--- config.mk ---
export PLATFORM = sky130hd
export DESIGN_NAME = a09_sequencer
export DESIGN_NICKNAME = d
export VERILOG_FILES = /design/src/rtl/a09_pkg.sv /design/src/rtl/a09_decode.sv /design/src/rtl/a09_sequencer.sv
export SDC_FILE = /design/constraint.sdc
export NUM_CORES = 1
export LEC_CHECK = 0
export BUFFER_PORTS_ARGS = -buffer_cell sky130_fd_sc_hd__buf_2
export CORE_AREA = 5 5 42 44
export CTS_CLUSTER_DIAMETER = 50
export DETAILED_ROUTE_END_ITERATION = 12
export DIE_AREA = 0 0 47 49
export GPL_TIMING_DRIVEN = 0
export PLACE_DENSITY = 0.77
export SYNTH_ARGS = -nofsm -noshare
export SYNTH_HDL_FRONTEND = slang
export SYNTH_HIERARCHICAL = 1
export SYNTH_SLANG_ARGS = --single-unit
--- constraint.sdc ---
create_clock -name clk_i -period 2.5 [get_ports clk_i]
set_input_delay 0.5 -clock clk_i [delete_from_list [all_inputs] [get_ports clk_i]]
set_output_delay 0.5 -clock clk_i [all_outputs]
set_load 0.02 [all_outputs]
--- src/rtl/a09_pkg.sv ---
// Shared definitions for the A09 sequencer: opcode map, writeback source
// encodings, FSM state type and the decoded instruction-class bundle.
package a09_pkg;

    localparam logic [3:0] OP_NOP  = 4'h0;
    localparam logic [3:0] OP_ADD  = 4'h1;
    localparam logic [3:0] OP_SUB  = 4'h2;
    localparam logic [3:0] OP_AND  = 4'h3;
    localparam logic [3:0] OP_OR   = 4'h4;
    localparam logic [3:0] OP_XOR  = 4'h5;
    localparam logic [3:0] OP_LDI  = 4'h6;
    localparam logic [3:0] OP_LD   = 4'h7;
    localparam logic [3:0] OP_ST   = 4'h8;
    localparam logic [3:0] OP_JMP  = 4'h9;
    localparam logic [3:0] OP_BEQ  = 4'hA;
    localparam logic [3:0] OP_BNE  = 4'hB;
    localparam logic [3:0] OP_OUT  = 4'hC;
    localparam logic [3:0] OP_NOPD = 4'hD;
    localparam logic [3:0] OP_NOPE = 4'hE;
    localparam logic [3:0] OP_HLT  = 4'hF;

    localparam logic [1:0] WB_ALU = 2'd0;
    localparam logic [1:0] WB_IMM = 2'd1;
    localparam logic [1:0] WB_MEM = 2'd2;

    typedef enum logic [2:0] {
        ST_BOOT,
        ST_IDLE,
        ST_FETCH,
        ST_DECODE,
        ST_EXEC,
        ST_MEMWAIT,
        ST_WB,
        ST_HALT
    } state_t;

    typedef struct packed {
        logic alu;
        logic ldi;
        logic ld;
        logic st;
        logic jmp;
        logic br;
        logic out;
        logic hlt;
        logic nop;
    } instr_class_t;

endpackage

--- src/rtl/a09_decode.sv ---
// Combinational opcode decoder: maps an opcode onto a one-hot instruction
// class plus the branch polarity (1 = branch when the ALU result is zero).
module a09_decode
    import a09_pkg::*;
#(
    parameter int OPC_WIDTH = 4
) (
    input  logic [OPC_WIDTH-1:0] opc,
    output instr_class_t         cls,
    output logic                 br_on_zero
);

    always_comb begin
        // NOTE: every output gets a default first so no path can infer a latch.
        cls        = '0;
        br_on_zero = 1'b0;
        case (opc)
            OPC_WIDTH'(OP_ADD), OPC_WIDTH'(OP_SUB), OPC_WIDTH'(OP_AND),
            OPC_WIDTH'(OP_OR),  OPC_WIDTH'(OP_XOR):  cls.alu = 1'b1;
            OPC_WIDTH'(OP_LDI):                      cls.ldi = 1'b1;
            OPC_WIDTH'(OP_LD):                       cls.ld  = 1'b1;
            OPC_WIDTH'(OP_ST):                       cls.st  = 1'b1;
            OPC_WIDTH'(OP_JMP):                      cls.jmp = 1'b1;
            OPC_WIDTH'(OP_BEQ): begin
                cls.br     = 1'b1;
                br_on_zero = 1'b1;
            end
            OPC_WIDTH'(OP_BNE):                      cls.br  = 1'b1;
            OPC_WIDTH'(OP_OUT):                      cls.out = 1'b1;
            OPC_WIDTH'(OP_HLT):                      cls.hlt = 1'b1;
            OPC_WIDTH'(OP_NOP), OPC_WIDTH'(OP_NOPD),
            OPC_WIDTH'(OP_NOPE):                     cls.nop = 1'b1;
            default:                                 cls.nop = 1'b1;
        endcase
    end

endmodule

--- src/rtl/a09_sequencer.sv ---
// A09 control sequencer: fetch/decode/execute FSM driving the datapath
// strobes, with run/step control and an absorbing halt state.
module a09_sequencer
    import a09_pkg::*;
#(
    parameter int DATA_WIDTH = 16,
    parameter int OPC_WIDTH  = 4
) (
    input  logic                  clk_i,
    input  logic                  reset_i,
    input  logic                  run_i,
    input  logic                  step_i,
    input  logic [DATA_WIDTH-1:0] ir_i,
    input  logic                  zero_i,
    input  logic                  mem_ack_i,
    output logic                  mem_req_o,
    output logic                  mem_we_o,
    output logic                  addr_sel_o,
    output logic                  ir_ld_o,
    output logic                  pc_ld_o,
    output logic                  pc_inc_o,
    output logic                  reg_we_o,
    output logic                  out_ld_o,
    output logic                  alu_ld_o,
    output logic [1:0]            wb_sel_o,
    output logic                  ready_o,
    output logic                  halt_o
);

    state_t       state;
    state_t       state_nxt;
    state_t       done_nxt;
    instr_class_t cls;
    logic         br_on_zero;
    logic         take_pc;
    logic         unused_bits;

    a09_decode #(.OPC_WIDTH(OPC_WIDTH)) u_decode (
        .opc        (ir_i[DATA_WIDTH-1 -: OPC_WIDTH]),
        .cls        (cls),
        .br_on_zero (br_on_zero)
    );

    assign unused_bits = ^{ir_i[DATA_WIDTH-OPC_WIDTH-1:0], cls.nop};
    assign take_pc     = cls.jmp | (cls.br & (br_on_zero ? zero_i : ~zero_i));
    assign done_nxt    = run_i ? ST_FETCH : ST_IDLE;

    always_ff @(posedge clk_i or posedge reset_i) begin
        // NOTE: sequential state uses non-blocking assignments only.
        if (reset_i) state <= ST_BOOT;
        else         state <= state_nxt;
    end

    // Strobes are decoded from the current state so they coincide with the
    // mem_ack_i cycle; BOOT (held by reset) decodes to all-zero outputs.
    always_comb begin
        state_nxt  = state;
        mem_req_o  = 1'b0;
        mem_we_o   = 1'b0;
        addr_sel_o = 1'b0;
        ir_ld_o    = 1'b0;
        pc_ld_o    = 1'b0;
        pc_inc_o   = 1'b0;
        reg_we_o   = 1'b0;
        out_ld_o   = 1'b0;
        alu_ld_o   = 1'b0;
        wb_sel_o   = WB_ALU;
        ready_o    = (state != ST_BOOT);
        halt_o     = (state == ST_HALT);
        case (state)
            ST_BOOT: state_nxt = ST_IDLE;
            ST_IDLE: if (run_i || step_i) state_nxt = ST_FETCH;
            ST_FETCH: begin
                mem_req_o = 1'b1;
                if (mem_ack_i) begin
                    ir_ld_o   = 1'b1;
                    pc_inc_o  = 1'b1;
                    state_nxt = ST_DECODE;
                end
            end
            ST_DECODE: state_nxt = ST_EXEC;
            ST_EXEC: begin
                state_nxt = done_nxt;
                pc_ld_o   = take_pc;
                out_ld_o  = cls.out;
                if (cls.alu) begin
                    alu_ld_o  = 1'b1;
                    state_nxt = ST_WB;
                end
                if (cls.ldi) begin
                    reg_we_o = 1'b1;
                    wb_sel_o = WB_IMM;
                end
                if (cls.ld || cls.st) state_nxt = ST_MEMWAIT;
                if (cls.hlt)          state_nxt = ST_HALT;
            end
            ST_MEMWAIT: begin
                mem_req_o  = 1'b1;
                addr_sel_o = 1'b1;
                mem_we_o   = cls.st;
                if (mem_ack_i) begin
                    if (cls.ld) begin
                        reg_we_o = 1'b1;
                        wb_sel_o = WB_MEM;
                    end
                    state_nxt = done_nxt;
                end
            end
            ST_WB: begin
                reg_we_o  = 1'b1;
                wb_sel_o  = WB_ALU;
                state_nxt = done_nxt;
            end
            ST_HALT: state_nxt = ST_HALT;
            default: state_nxt = ST_BOOT;
        endcase
    end

endmodule
=== Yosys cells after proc, flatten, opt, wreduce, memory -nomap -nowiden ===
Index checks and enable logic that the tools add are counted.

* Reductions and logical operators: 8
* Multiplexer cells: 35
* Equal/unequal tests: 23
* Bitwise operators: 3

{| class="wikitable"
|+ Operators with widths
! operator !! number
|-
| $eq 4x4->1 const B || 6
|-
| $pmux 3 s8 || 1
|-
| $mux 1 || 23
|-
| $mux 3 || 6
|-
| $eq 4x3->1 const B || 4
|-
| $eq 3x3->1 const B || 4
|-
| $eq 4x2->1 const B || 2
|-
| $eq 3x2->1 const B || 2
|-
| $mux 2 || 3
|-
| $ne 2x2->1 const B || 3
|-
| $reduce_or 5->1 || 1
|-
| $eq 4x1->1 const B || 1
|-
| $pmux 2 s2 || 1
|-
| $reduce_or 2->1 || 2
|-
| $eq 3x1->1 const B || 1
|-
| $logic_not 3->1 || 1
|-
| $pmux 1 s3 || 1
|-
| $reduce_and 3->1 || 1
|-
| $reduce_bool 3->1 || 1
|-
| $logic_or 1x1->1 || 2
|-
| $and 1x1->1 || 1
|-
| $not 1->1 || 1
|-
| $or 1x1->1 || 1
|}

* Register bits: 3
* Input bits: 22

=== Longest topological paths before layout ===
Gate-level depths: netlist of the first run.

* Word-level depth: 7
* Gate-level depth with buffers: 6
* Gate-level depth less buffers: 5

=== Cells and area by module ===
Netlist of the first run, hierarchy kept.

{| class="wikitable"
|+ By module, submodules not included
! module !! cells each !! area each (um2) !! times used
|-
| a09_sequencer || 56 || 392.9 || 1
|-
| a09_decode || 21 || 125.1 || 1
|}

=== Least setup slack after synthesis of the first run ===
OpenSTA, ideal clock, no wires.

* Kind: register to output
* Start: reg state[0]
* End: out pc_inc_o
* Path slack: 0.647 ns
* Stages on the path, launching flop included: 4
* Arrival: 1.353 ns
* Required time: 2.000 ns
* Buffers on the path: 2
* Cells stage by stage: dfrtp_1 > buf_4 > nor3_1 > buf_4

* Word-level cells in the longest chain between the ends: 2

{| class="wikitable"
|+ Ends and longest elaborated chain
! what !! line !! text
|-
| start, declared || a09_sequencer.sv:30 || <nowiki>state_t state;</nowiki>
|-
| start signal, assigned || a09_sequencer.sv:51 || <nowiki>else state <= state_nxt;</nowiki>
|-
| $eq 3x2->1 || -- ||
|-
| $mux 1 || -- ||
|-
| end, declared || a09_sequencer.sv:21 || <nowiki>output logic pc_inc_o,</nowiki>
|}

No other way between the ends.

==> results.yml, run 1 <==
timing:
  finalMaxSlewViolations: 0
  worst_clock_skew_ns: 0.00184
  worstMarginPinSlew_ns: 0.387
  setup_viol: 0
  fmax_mhz: 503
  maxSlewHeadroom_pct: 74.0
  hold_ws_ns: 0.123
  rsz0062_at_grt: "false"
  post-route-min-period_ns: 1.99
  hold_viol: 0
  period_share_pct: 79.5
  fin_tns_setup_ns: 0
layout:
  postLayoutCoreUtil_pct: 45.4
  fin_nets: 122
  drive_gt1_share_pct: 32.3
  area_growth_pct: 31.2
  num-fill-cells: 154
  largest_register_ff_count: 3
  n_antenna_cell: 0
  largestRegisters: "state (3)"
  top_register: "state"
  design_area_um2: 637
worst_setup_path:
  critPathMaxFanout: 5
  cp_data_arrival_time_ns: 1.49
  path_delay_family: "simple AND/OR/NAND/NOR gates"
  path_common_cell: "buf_2"
  worstSetupPathType: "input pin to primary output"
  crit_slowest_cell: "nor2_1"
  required_ns: 2.00
  crit_chain: "buf_2 > nand2b_1 > nor2_1 > nand4_1 > a21oi_1 > buf_2"
  worstSetupEndpointType: "primary output"
  worstSetupStartpointType: "input pin"
  max_stage_delay_ns: 0.26
  crit_buf_inv: 2
cts:
  clock_path_buffers: 2
  cts_buffers: 3
  htree_levels: 1
  clkLatencyLatePin_ns: 0.23
  root_buffer: "clkbuf_4"
  cts_sinks: 3
  holdBufCountCts: 0
  cts_resized: 0
  cts_tree: "built"
  post_cts_buffers: 0
  clkTransAtPathRegs_ns: 0.04
floorplan:
  initial_core_util_pct: 34.6
  die_area_um2: 2300
  std_cell_rows: 14
  ios: 35
  die_h_um: 49
  die_x_um: 47
  coreArea_um2: 1400
drt:
  post_drt_wl_per_cell_um: 11.5
  viasPerCell: 5.10
  dr_total_vias: 587
  first_pass_iters: 4
  ant_nets: 0
  remaining_drc_errors: 0
  drt_iter0_drc: 16
  wl_um: 1320
worst_hold_path:
  hold_path.class: "input pin to async pin"
yosys:
  netlist_instances: 74
  syn_avg_cell_area_um2: 6.56
  synth_warnings: 6
  syn-num-nets: 96
  syn_area_um2: 485
global_route:
  grt_pass1_vias: 540
  grt_overflow: 0
  grt_max_degree: 11
  grt_antenna_before_repair: 0
  grt_pass1_wl_um: 2110
  grt_usage_pct: 12.1
placement:
  gp_congestion: 0.776
  io_buffers: 21
  hpwl_um: 1070
  dpl-instance-area_um2: 611
power:
  peakVddDrop_mv: 0.359
  powerDensity_nw_per_um2: 935
  p_leak_nw: 0.335
run_status:
  status: "completed"
run:
  maxCapViolations: 0
## layout make-up
class,instances,area [um2],area share [%]
Buffer,5,45.0,7.07
Clock buffer,4,26.3,4.13
Inverter,4,15.0,2.36
Multi-Input combinational cell,62,350,55.0
Sequential cell,3,75.1,11.8
Tap cell,16,20.0,3.14
Timing Repair Buffer,21,105,16.5
## through the flow
step | setup slack [ns] | power (mW) | instances
final | 0.513 | 0.595 | 115
after global routing | 0.429 | 0.648 | 115
after CTS | 0.519 | 0.599 | 115
after detailed placement | 0.523 | 0.512 | 111
after global placement | 0.545 | 0.499 | 111
after floorplan | 0.647 | 0.406 | 74
## layer usage
metal  share of wire [%]  track usage [%]
met1                  40             15.2
met2                  52             19.7
met3                 8.7             2.95
met4                   0             3.23
met5                   0                0
## final timing paths
path                       slack (ns)  cells after the start  endpoint      from
min in group clk_i               0.61                      2  state[1]  state[1]
max in group asynchronous        2.25                      2  state[1]   reset_i
max                              0.51                      6  reg_we_o  ir_i[15]
max reg2reg                      1.35                      4  state[1]  state[2]
min                              0.12                      2  state[2]   reset_i
min reg2reg                      0.61                      2  state[1]  state[1]
## cells in the final DEF, fill, tap and decap left out
cell      instances
buf_2            21
nor2_1           11
nand2b_1          6
a21oi_1           5
nand2_1           5
and3_1            5
nor3_1            5
nor2b_1           4
inv_1             4
buf_4             3
o21ai_1           3
clkbuf_4          3
dfrtp_1           3
buf_6             2
nor2_2            2
o31a_1            1
or2_1             1
nand2_2           1
o32a_1            1
o31ai_1           1
and2b_1           1
nand3b_1          1
a32o_1            1
o21bai_1          1
nand4_1           1
a21o_1            1
xnor2_1           1
and2_1            1
nor4_1            1
o21ai_0           1
clkbuf_1          1
a211oi_1          1
## power by group
| part | total (mW) | internal [mW] | switching, mW | leakage [nW] |
|---|---|---|---|---|
| Combinational | 0.417 | 0.173 | 0.244 | 0.283 |
| Clock | 0.0851 | 0.0598 | 0.0253 | 0.0150 |
| Sequential | 0.0932 | 0.0731 | 0.0201 | 0.0366 |
| Total | 0.595 | 0.306 | 0.289 | 0.335 |
(Power assumes the default switching activity.)
==> inputs of run 2 (changes only) <==
CORE_AREA = unset   (was 5 5 42 44)
CORE_MARGIN = 5   (was unset)
CORE_UTILIZATION = 36   (was unset)
DIE_AREA = unset   (was 0 0 47 49)
PLACE_DENSITY = 0.75   (was 0.77)
clock period = 1.7 ns   (was 2.5 ns; I/O delays follow)
==> run 2 against run 1 <==
Effect of this change:
- sequential share of layout area decreased by 1.1 points
- die area down 5.2%
- clock power grew 42%
- worst hold slack gained 0.40 ns
- combinational power grew 70%
- core utilization increased by 9.2 points
- final area rose by 10%
- critical path type is now flip-flop to primary output
- largest cell class unchanged
==> results.yml, run 2 (same netlist as run 1, synthesis figures left out) <==
drt:
  post_drt_wl_per_cell_um: 11.6
  met3_length_um: 131
  remaining_drc_errors: 0
  top_layer_used: "met3"
  viasPerCell: 5.31
  ant_nets: 0
  drt_iter0_drc: 29
  met2WireLength_um: 676
  met1_length_um: 562
  wl_um: 1370
  dr_total_vias: 627
  first_pass_iters: 4
worst_setup_path:
  worstSetupStartpoint: "state[2]"
  max_stage_delay_ns: 0.41
  r2r_cells: 5
  worstSetupStartpointType: "flip-flop"
  critPathMaxFanout: 7
  setup.worst_path.end: "wb_sel_o[1]"
  crit_chain: "buf_6 > nand2_2 > nor2_4 > and3_1 > buf_4"
  crit_slowest_cell: "dfrtp_1"
  cp_data_arrival_time_ns: 1.30
  worstSetupEndpointType: "primary output"
  required_ns: 1.36
  r2r-start: "state[2]"
  worstSetupPathType: "flip-flop to primary output"
  reg2reg_to: "state[0]"
  r2r_setup_slack_ns: 0.46
timing:
  fmax_mhz: 610
  hold_viol: 0
  setup_viol: 0
  maxSlewHeadroom_pct: 80.5
  fin_tns_setup_ns: 0
  worstMarginPinSlew_ns: 0.290
  worst_clock_skew_ns: 0.00110
  worst_slack_ns: 0.0611
  rsz0062_at_grt: "false"
  period_share_pct: 96.4
  finalMaxSlewViolations: 0
  post-route-min-period_ns: 1.64
cts:
  cts_buffers: 3
  htree_levels: 1
  root_buffer: "clkbuf_4"
  cts_tree: "built"
  clkLatencyLatePin_ns: 0.23
  clkTransAtPathRegs_ns: 0.04
  cts_sinks: 3
  clock_path_buffers: 2
worst_hold_path:
  hold_path.class: "input pin to async pin"
layout:
  fin_nets: 126
  layout_common_cells: "20 x buf_2, 10 x nor2_1, 6 x buf_4, 6 x nand2b_1"
  n_antenna_cell: 0
  area_growth_pct: 44.6
  largestRegisters: "state (3)"
  final_common_cell: "buf_2"
  largest_register_ff_count: 3
  num-fill-cells: 125
  top_register: "state"
  drive_gt1_share_pct: 38.8
run_status:
  status: "completed"
global_route:
  grt_overflow: 0
  grt_pass1_wl_um: 2010
  grt_max_degree: 11
  grt_pass1_vias: 519
  grt_antenna_before_repair: 0
  grt_usage_pct: 12.8
placement:
  hpwl_um: 975
  post-place-ws_ns: 0.0123
  gp_congestion: 0.808
  io_buffers: 21
floorplan:
  initial_core_util_pct: 37.8
  die_area_um2: 2180
  ios: 35
  std_cell_rows: 13
  die_h_um: 46.7
  die_x_um: 46.7
  coreArea_um2: 1280
power:
  powerDensity_nw_per_um2: 1380
  peakVddDrop_mv: 0.623
  p_leak_nw: 0.359
run:
  maxCapViolations: 0
run 2: repair_timing:
item,CTS,global route
endpoints found under the hold margin,3,0
setup endpoints to repair,1,5
setup buffers,0,3
resized for setup,1,8
hold buffers,1,0
run 2: stage by stage:
stage / utilization, % / hold WS, ns / power, mW / instances / cell area [um2]
5_1_grt: 54.6 / 0.544 / 1.05 / 118 / 702
4_1_cts: 50.5 / 0.511 / 0.878 / 115 / 649
3_5_place_dp: 47.4 / 0.208 / 0.740 / 110 / 609
3_3_place_gp: 47.4 / 0.203 / 0.732 / 110 / 609
6_report: 54.6 / 0.520 / 0.968 / 118 / 702
2_1_floorplan: - / 0.0936 / 0.596 / 74 / 485
run 2: final cells by class:
type / instances / area, um2 / area share (%)
Inverter: 4 / 15.0 / 2.14
Sequential cell: 3 / 75.1 / 10.7
Buffer: 5 / 48.8 / 6.95
Multi-Input combinational cell: 62 / 378 / 53.8
Timing Repair Buffer: 25 / 140 / 20.0
Clock buffer: 4 / 26.3 / 3.74
Tap cell: 15 / 18.8 / 2.67
run 2: routing by layer:
layer	global-route usage, %	vias to the layer above
li1	-	313
met1	16.3	278
met2	20.3	36
met3	1.17	0
met4	8.29	0
met5	0	-
run 2: worst min-delay path by stage:
stage | slack, ns | cells past startpoint | endpoint
after floorplan | 0.09 | 1 | state[0]
after global placement | 0.20 | 2 | state[1]
after detailed placement | 0.21 | 2 | state[1]
after CTS | 0.51 | 3 | state[1]
after global routing | 0.54 | 3 | state[2]
final | 0.52 | 3 | state[2]
run 2: report_power, final:
group	internal (mW)	leakage, nW	total, mW	switching (mW)
Sequential	0.107	0.0366	0.137	0.0297
Clock	0.0877	0.0150	0.121	0.0332
Combinational	0.311	0.307	0.710	0.399
run 2: critical path: cells and delay by family (launching register included):
family / cells / cell delay, ns
buffers and inverters: 2 / 0.29
DFF: 1 / 0.41
and+or+nand+nor: 3 / 0.37
